**src/rtl/kgp_alu_defs.sv**
```systemverilog
// -----------------------------------------------------------------------------
// kgp_alu_defs : shared definitions for the KGP-RISC execute-stage ALU blocks.
//   WIDTH      operand width of the datapath (fixed at 32, matches the adder)
//   CNT_W      width of the multiplier step counter
//   MUL_STEPS  number of shift-add steps per multiplication
//   mul_state_t  sequential multiplier FSM encoding (IDLE / RUN / DONE)
// -----------------------------------------------------------------------------
package kgp_alu_defs;

    localparam int WIDTH     = 32;
    localparam int CNT_W     = 5;
    localparam int MUL_STEPS = 32;

    typedef enum logic [1:0] {
        ST_IDLE = 2'd0,
        ST_RUN  = 2'd1,
        ST_DONE = 2'd2
    } mul_state_t;

endpackage : kgp_alu_defs

```
**src/rtl/hybrid_adder.sv**
```systemverilog
// -----------------------------------------------------------------------------
// hybrid_adder : 32-bit adder, ripple lower half plus carry-select upper half.
// Ports:
//   a, b  [31:0]  addends
//   cin           carry in
//   sum   [31:0]  a + b + cin (low 32 bits)
//   cout          carry out of bit 31
// -----------------------------------------------------------------------------
module hybrid_adder
    import kgp_alu_defs::*;
(
    input  logic [WIDTH-1:0] a,
    input  logic [WIDTH-1:0] b,
    input  logic             cin,
    output logic [WIDTH-1:0] sum,
    output logic             cout
);

    localparam int HALF = WIDTH / 2;

    logic [HALF:0] lo;
    logic [HALF:0] hi_c0;
    logic [HALF:0] hi_c1;

    // Lower half ripples; the upper half is computed for both possible
    // carries in parallel and the real carry out of the lower half selects.
    assign lo    = {1'b0, a[HALF-1:0]}     + {1'b0, b[HALF-1:0]}     + {{HALF{1'b0}}, cin};
    assign hi_c0 = {1'b0, a[WIDTH-1:HALF]} + {1'b0, b[WIDTH-1:HALF]};
    assign hi_c1 = {1'b0, a[WIDTH-1:HALF]} + {1'b0, b[WIDTH-1:HALF]} + {{HALF{1'b0}}, 1'b1};

    assign sum  = {(lo[HALF] ? hi_c1[HALF-1:0] : hi_c0[HALF-1:0]), lo[HALF-1:0]};
    assign cout = lo[HALF] ? hi_c1[HALF] : hi_c0[HALF];

endmodule : hybrid_adder

```
**src/rtl/seq_multiplier.sv**
```systemverilog
// -----------------------------------------------------------------------------
// seq_multiplier : iterative 32x32 unsigned shift-add multiplier, one
// partial-product step per clock through a single hybrid_adder instance.
// Ports:
//   clk        system clock, rising edge
//   rst        synchronous active-low reset
//   in_valid   operands present        in_ready   accepting operands (IDLE)
//   op_a       multiplicand [31:0]     op_b       multiplier [31:0]
//   out_valid  product valid (DONE)    out_ready  consumer accepts product
//   product    op_a*op_b [63:0], zero outside DONE
//   busy       high while stepping (RUN)
// Optional feature: define MUL_ZERO_BYPASS_EN to jump straight from IDLE to
// DONE with a zero product when either operand is zero.
// -----------------------------------------------------------------------------
module seq_multiplier
    import kgp_alu_defs::*;
(
    input  logic                 clk,
    input  logic                 rst,
    input  logic                 in_valid,
    output logic                 in_ready,
    input  logic [WIDTH-1:0]     op_a,
    input  logic [WIDTH-1:0]     op_b,
    output logic                 out_valid,
    input  logic                 out_ready,
    output logic [2*WIDTH-1:0]   product,
    output logic                 busy
);

    mul_state_t       state;
    mul_state_t       state_nx;
    logic [CNT_W-1:0] cnt;
    logic [WIDTH-1:0] m_reg;
    logic [WIDTH-1:0] acc_hi;
    logic [WIDTH-1:0] q_reg;

    logic [WIDTH-1:0] add_b;
    logic [WIDTH-1:0] add_sum;
    logic             add_cout;
    logic             last_step;

`ifdef MUL_ZERO_BYPASS_EN
    logic zero_op;
    assign zero_op = (op_a == '0) || (op_b == '0);
`endif

    // Current multiplier LSB decides whether this step adds the multiplicand.
    assign add_b     = q_reg[0] ? m_reg : '0;
    assign last_step = (cnt == CNT_W'(MUL_STEPS - 1));

    hybrid_adder u_step_adder (
        .a    (acc_hi),
        .b    (add_b),
        .cin  (1'b0),
        .sum  (add_sum),
        .cout (add_cout)
    );

    // NOTE: sequential state uses non-blocking assignments so every register
    // samples pre-edge values, independent of statement order.
    always_ff @(posedge clk) begin
        if (!rst) begin
            state  <= ST_IDLE;
            cnt    <= '0;
            m_reg  <= '0;
            acc_hi <= '0;
            q_reg  <= '0;
        end else begin
            state <= state_nx;
            case (state)
                ST_IDLE: begin
                    if (in_valid) begin
                        m_reg  <= op_a;
                        acc_hi <= '0;
                        cnt    <= '0;
`ifdef MUL_ZERO_BYPASS_EN
                        q_reg  <= zero_op ? '0 : op_b;
`else
                        q_reg  <= op_b;
`endif
                    end
                end
                ST_RUN: begin
                    // 65-bit {cout,sum,q} shifted right by one: the carry
                    // becomes the new MSB so no overflow is lost, and the
                    // consumed multiplier bit falls off the bottom.
                    {acc_hi, q_reg} <= {add_cout, add_sum, q_reg[WIDTH-1:1]};
                    cnt             <= cnt + CNT_W'(1);
                end
                default: ;
            endcase
        end
    end

    // NOTE: next-state defaults are assigned first so no path infers a latch.
    always_comb begin
        state_nx = state;
        case (state)
            ST_IDLE: begin
                if (in_valid) begin
`ifdef MUL_ZERO_BYPASS_EN
                    state_nx = zero_op ? ST_DONE : ST_RUN;
`else
                    state_nx = ST_RUN;
`endif
                end
            end
            ST_RUN:  if (last_step) state_nx = ST_DONE;
            ST_DONE: if (out_ready) state_nx = ST_IDLE;
            default: state_nx = ST_IDLE;
        endcase
    end

    assign in_ready  = (state == ST_IDLE);
    assign busy      = (state == ST_RUN);
    assign out_valid = (state == ST_DONE);
    assign product   = out_valid ? {acc_hi, q_reg} : '0;

endmodule : seq_multiplier

```
**config.mk**
```make
export PLATFORM = sky130hd
export DESIGN_NAME = seq_multiplier
export DESIGN_NICKNAME = d
export VERILOG_FILES = /design/src/rtl/kgp_alu_defs.sv /design/src/rtl/hybrid_adder.sv /design/src/rtl/seq_multiplier.sv
export SDC_FILE = /design/constraint.sdc
export NUM_CORES = 1
export LEC_CHECK = 0
export BUFFER_PORTS_ARGS = -buffer_cell sky130_fd_sc_hd__buf_2
export CORE_MARGIN = 2
export CORE_UTILIZATION = 45
export CTS_CLUSTER_DIAMETER = 120
export CTS_CLUSTER_SIZE = 28
export DETAILED_ROUTE_END_ITERATION = 12
export HOLD_SLACK_MARGIN = 0.02
export MAX_ROUTING_LAYER = met4
export PLACE_DENSITY = 0.72
export SKIP_LAST_GASP = 1
export SYNTH_ARGS = -nofsm -noshare
export SYNTH_HDL_FRONTEND = slang
export SYNTH_HIERARCHICAL = 1
export SYNTH_SLANG_ARGS = --single-unit
```
**constraint.sdc**
```tcl
create_clock -name clk -period 7.6 [get_ports clk]
set_input_delay 0.38 -clock clk [delete_from_list [all_inputs] [get_ports clk]]
set_output_delay 0.38 -clock clk [all_outputs]
set_load 0.05 [all_outputs]
```
==> run metrics <==
Max transition margin=0.2696; CTS root buf=clkbuf_16; HP Class=in -> reg; final setup vio count=0; layout cell share with drive strength beyond 1=0.1878; vias in the first global route=5519; Avg Cell Area, Syn=7.499 µm²; Setup crit start=q_reg[0]$_SDFFE_PN0P_; RR Endpoint=acc_hi[30]$_SDFFE_PN0P_; Peak supply drop=0.1092 mV; sequential element share of the synthesized area=0.3164; xor/xnor share of the synthesized area=0.04973; post-synthesis mux area share=0.001728; Die Span X=124.3 µm; Total Power=1.221 mW; Worst Path Arrival=4.17 ns; Final nets=1064; Port Buffers=134; Total GRT Usage=0.2098; grt total ovfl=0; clock sink count=103; routability cong.=0.8727; Starting Density=0.4658; area grow syn2layout=14.75%; num ports=135; FP Rows=43; fin crit share=0.5096; initial DRC count=363; Yosys cell types=59; Post-Syn Area=6516 µm²; cts bufs inserted=9; min cycle time layout=3.873 ns; setup bufs post-CTS=0; part of the power in combinational logic=0.116; final setup TNS=0 ns; fmax=258.2 MHz; post-DP HPWL=10.96 mm; Setup CP Type=reg -> reg; Max Cap Viol=0; DR vias/cell=5.300; Tightest Pin Transition=1.096 ns; Clock power frac=0.400; Post-synth ARST share=0; RSZ-0062 raised after global routing=no; Resize count post-CTS=0; DRT Pass-1 Iters=4; worst r2r src=q_reg[0]$_SDFFE_PN0P_; CP Cell Sequence=and2_1 -> inv_1 -> fa_1 -> inv_1 -> fa_1 -> a211oi_1 -> o21ai_0 -> nand4_1 -> o211ai_1 -> and4_1 -> and2_1 -> nor3b_1 -> xnor2_1 -> nand2_1 -> a21oi_1; R2R Setup Slk=3.73 ns; Min Hold Slack=0.2534 ns; post-synthesis simple-gate area fraction=0.3030; Post-Synth Adder-Cell Area=0.07450; final setup skew=0.007816 ns; Internal=882.0 µW; WP data required=7.89 ns; part of the power in registers=0.485; Sw Share=0.2773; slowest cell on the critical path=dfxtp_1; status=finished clean; Worst-Skew Late Latency=0.36 ns; crit path capture type=flop; Synth Net Count=974; leak pwr=3.301 nW; cells on worst reg2reg path=15; global-route wire length before repair=26.58 mm; largest net degree at the start of global routing=70; Die Footprint=15460 µm²; worst setup path end=acc_hi[30]$_SDFFE_PN0P_; hold_buf cts=0; Synth Flop Type=dfxtp_1; Routed Antenna Nets=0; max-slew violations=0; peak per-stage delay on the critical path=0.96 ns; final wirelength=15.84 mm; CTS tree=yes; Vias=6063; Hold Fails Final Rpt=0; n_diodes=0; initial antenna violation count=0; sw power=338.5 µW; Bufs on Longest Clock Path=2; clk slew on worst S/H paths=0.08 ns; Die Ht=124.3 µm; Post-Syn Instances=869; Avg WL per Cell=13.85 µm; Yosys warning count=6; Core Region=13990 µm²; Post-synth EDFFs=0; Power Dens Cells=163.2 nW/µm²; H-tree depth=3; Residual DRC=0; largest family of logic cells by synthesized area=simple AND/OR/NAND/NOR gates; Worst Setup Start Kind=flop; CP Max Fanout=34; flops & latches, synth=103; Synth Area in Compound Gates=0.1955
[layer usage]
layer	vias up	global-route usage	share of wire
met5	-	-	0
met4	0	0.06015	0.012
met3	16	0.05112	0.052
met2	113	0.3166	0.44
met1	2773	0.2804	0.49
li1	3161	-	-
[cells in the final DEF (no fill, tap or decap), drive strengths merged, types with 5 or more instances in the layout]
cell type / count
xor2: 11
buf: 140
clkbuf: 9
o21ai: 42
a21o: 8
and2: 98
nor2b: 5
ha: 34
and3: 9
nor4: 5
a21oi: 91
dfxtp: 103
inv: 24
xnor2: 26
a211oi: 7
nor3: 7
nand2: 181
nand4: 5
a31oi: 36
nor2: 21
nand3: 48
[critical path, delay by kind of cell, from the launching register on]
family                     cells  cell delay, ns
adders and majority gates      2            0.62
DFF                            1            0.96
xor gates and xnor gates       1            0.15
and+or+nand+nor                6            1.23
AOI/OAI and AO/OA              4            0.71
buffers and inverters          2            0.13
[synthesized netlist by cell type, drive strengths merged, types with 5 or more instances]
cell type | count | area [µm²]
a211oi | 7 | 52.55
nor2 | 21 | 78.83
a21oi | 91 | 463.0
xnor2 | 26 | 227.7
nor4 | 5 | 50.05
ha | 34 | 425.4
inv | 20 | 75.07
and2 | 98 | 613.1
nor3 | 7 | 35.03
and3 | 9 | 57.56
o21ai | 42 | 210.2
nand3 | 48 | 250.2
a31oi | 36 | 225.2
xor2 | 11 | 96.34
clkbuf | 34 | 127.6
nand2 | 181 | 681.9
nor2b | 5 | 31.28
dfxtp | 103 | 2062
nand4 | 5 | 31.28
a21o | 8 | 61.31
buf | 27 | 178.9
[how the worst min path moves through the flow]
stage / cells after the start / end / slack (ns) / start
global route: 3 / m_reg[2]$_SDFFE_PN0P_ / 0.25 / op_a[2]
CTS: 3 / m_reg[2]$_SDFFE_PN0P_ / 0.24 / op_a[2]
finish: 3 / m_reg[22]$_SDFFE_PN0P_ / 0.25 / op_a[22]
detailed placement: 2 / m_reg[3]$_SDFFE_PN0P_ / 0.45 / m_reg[3]$_SDFFE_PN0P_
global placement: 2 / m_reg[25]$_SDFFE_PN0P_ / 0.44 / m_reg[25]$_SDFFE_PN0P_
floorplan: 2 / m_reg[0]$_SDFFE_PN0P_ / 0.43 / m_reg[0]$_SDFFE_PN0P_
[power by group through the flow]
stage	clock network, mW	logic [mW]	registers [mW]
6_report	0.488	0.141	0.591
5_1_grt	0.524	0.162	0.596
4_1_cts	0.503	0.143	0.592
3_5_place_dp	0	0.142	0.604
3_3_place_gp	0	0.141	0.604
2_1_floorplan	0	0.111	0.593
[cell type report]
class | count | area (µm²)
Fill cell | 1395 | 6511
Multi-Input combinational cell | 685 | 4089
Sequential cell | 103 | 2062
Timing Repair Buffer | 140 | 715.7
Clock buffer | 9 | 225.2
Tap cell | 180 | 225.2
Clock inverter | 7 | 85.08
Inverter | 20 | 75.07
[through the flow]
step / area (µm²) / util / setup slack, ns / instances
after floorplan: 6516 / - / 4.475 / 869
after global placement: 7167 / 0.5123 / 3.791 / 1128
after detailed placement: 7167 / 0.5123 / 3.666 / 1128
after CTS: 7477 / 0.5345 / 3.653 / 1144
after global routing: 7477 / 0.5345 / 3.280 / 1144
final: 7477 / 0.5345 / 3.727 / 1144
[kinds of logic after synthesis]
kind of cell | count (synthesis)
fa+ha+maj | 37
xor+xnor | 37
buf+inv | 81
compound gates | 213
flops | 103
mux | 1
simple gates | 396
other cells | 1
(Power assumes the default switching activity.)
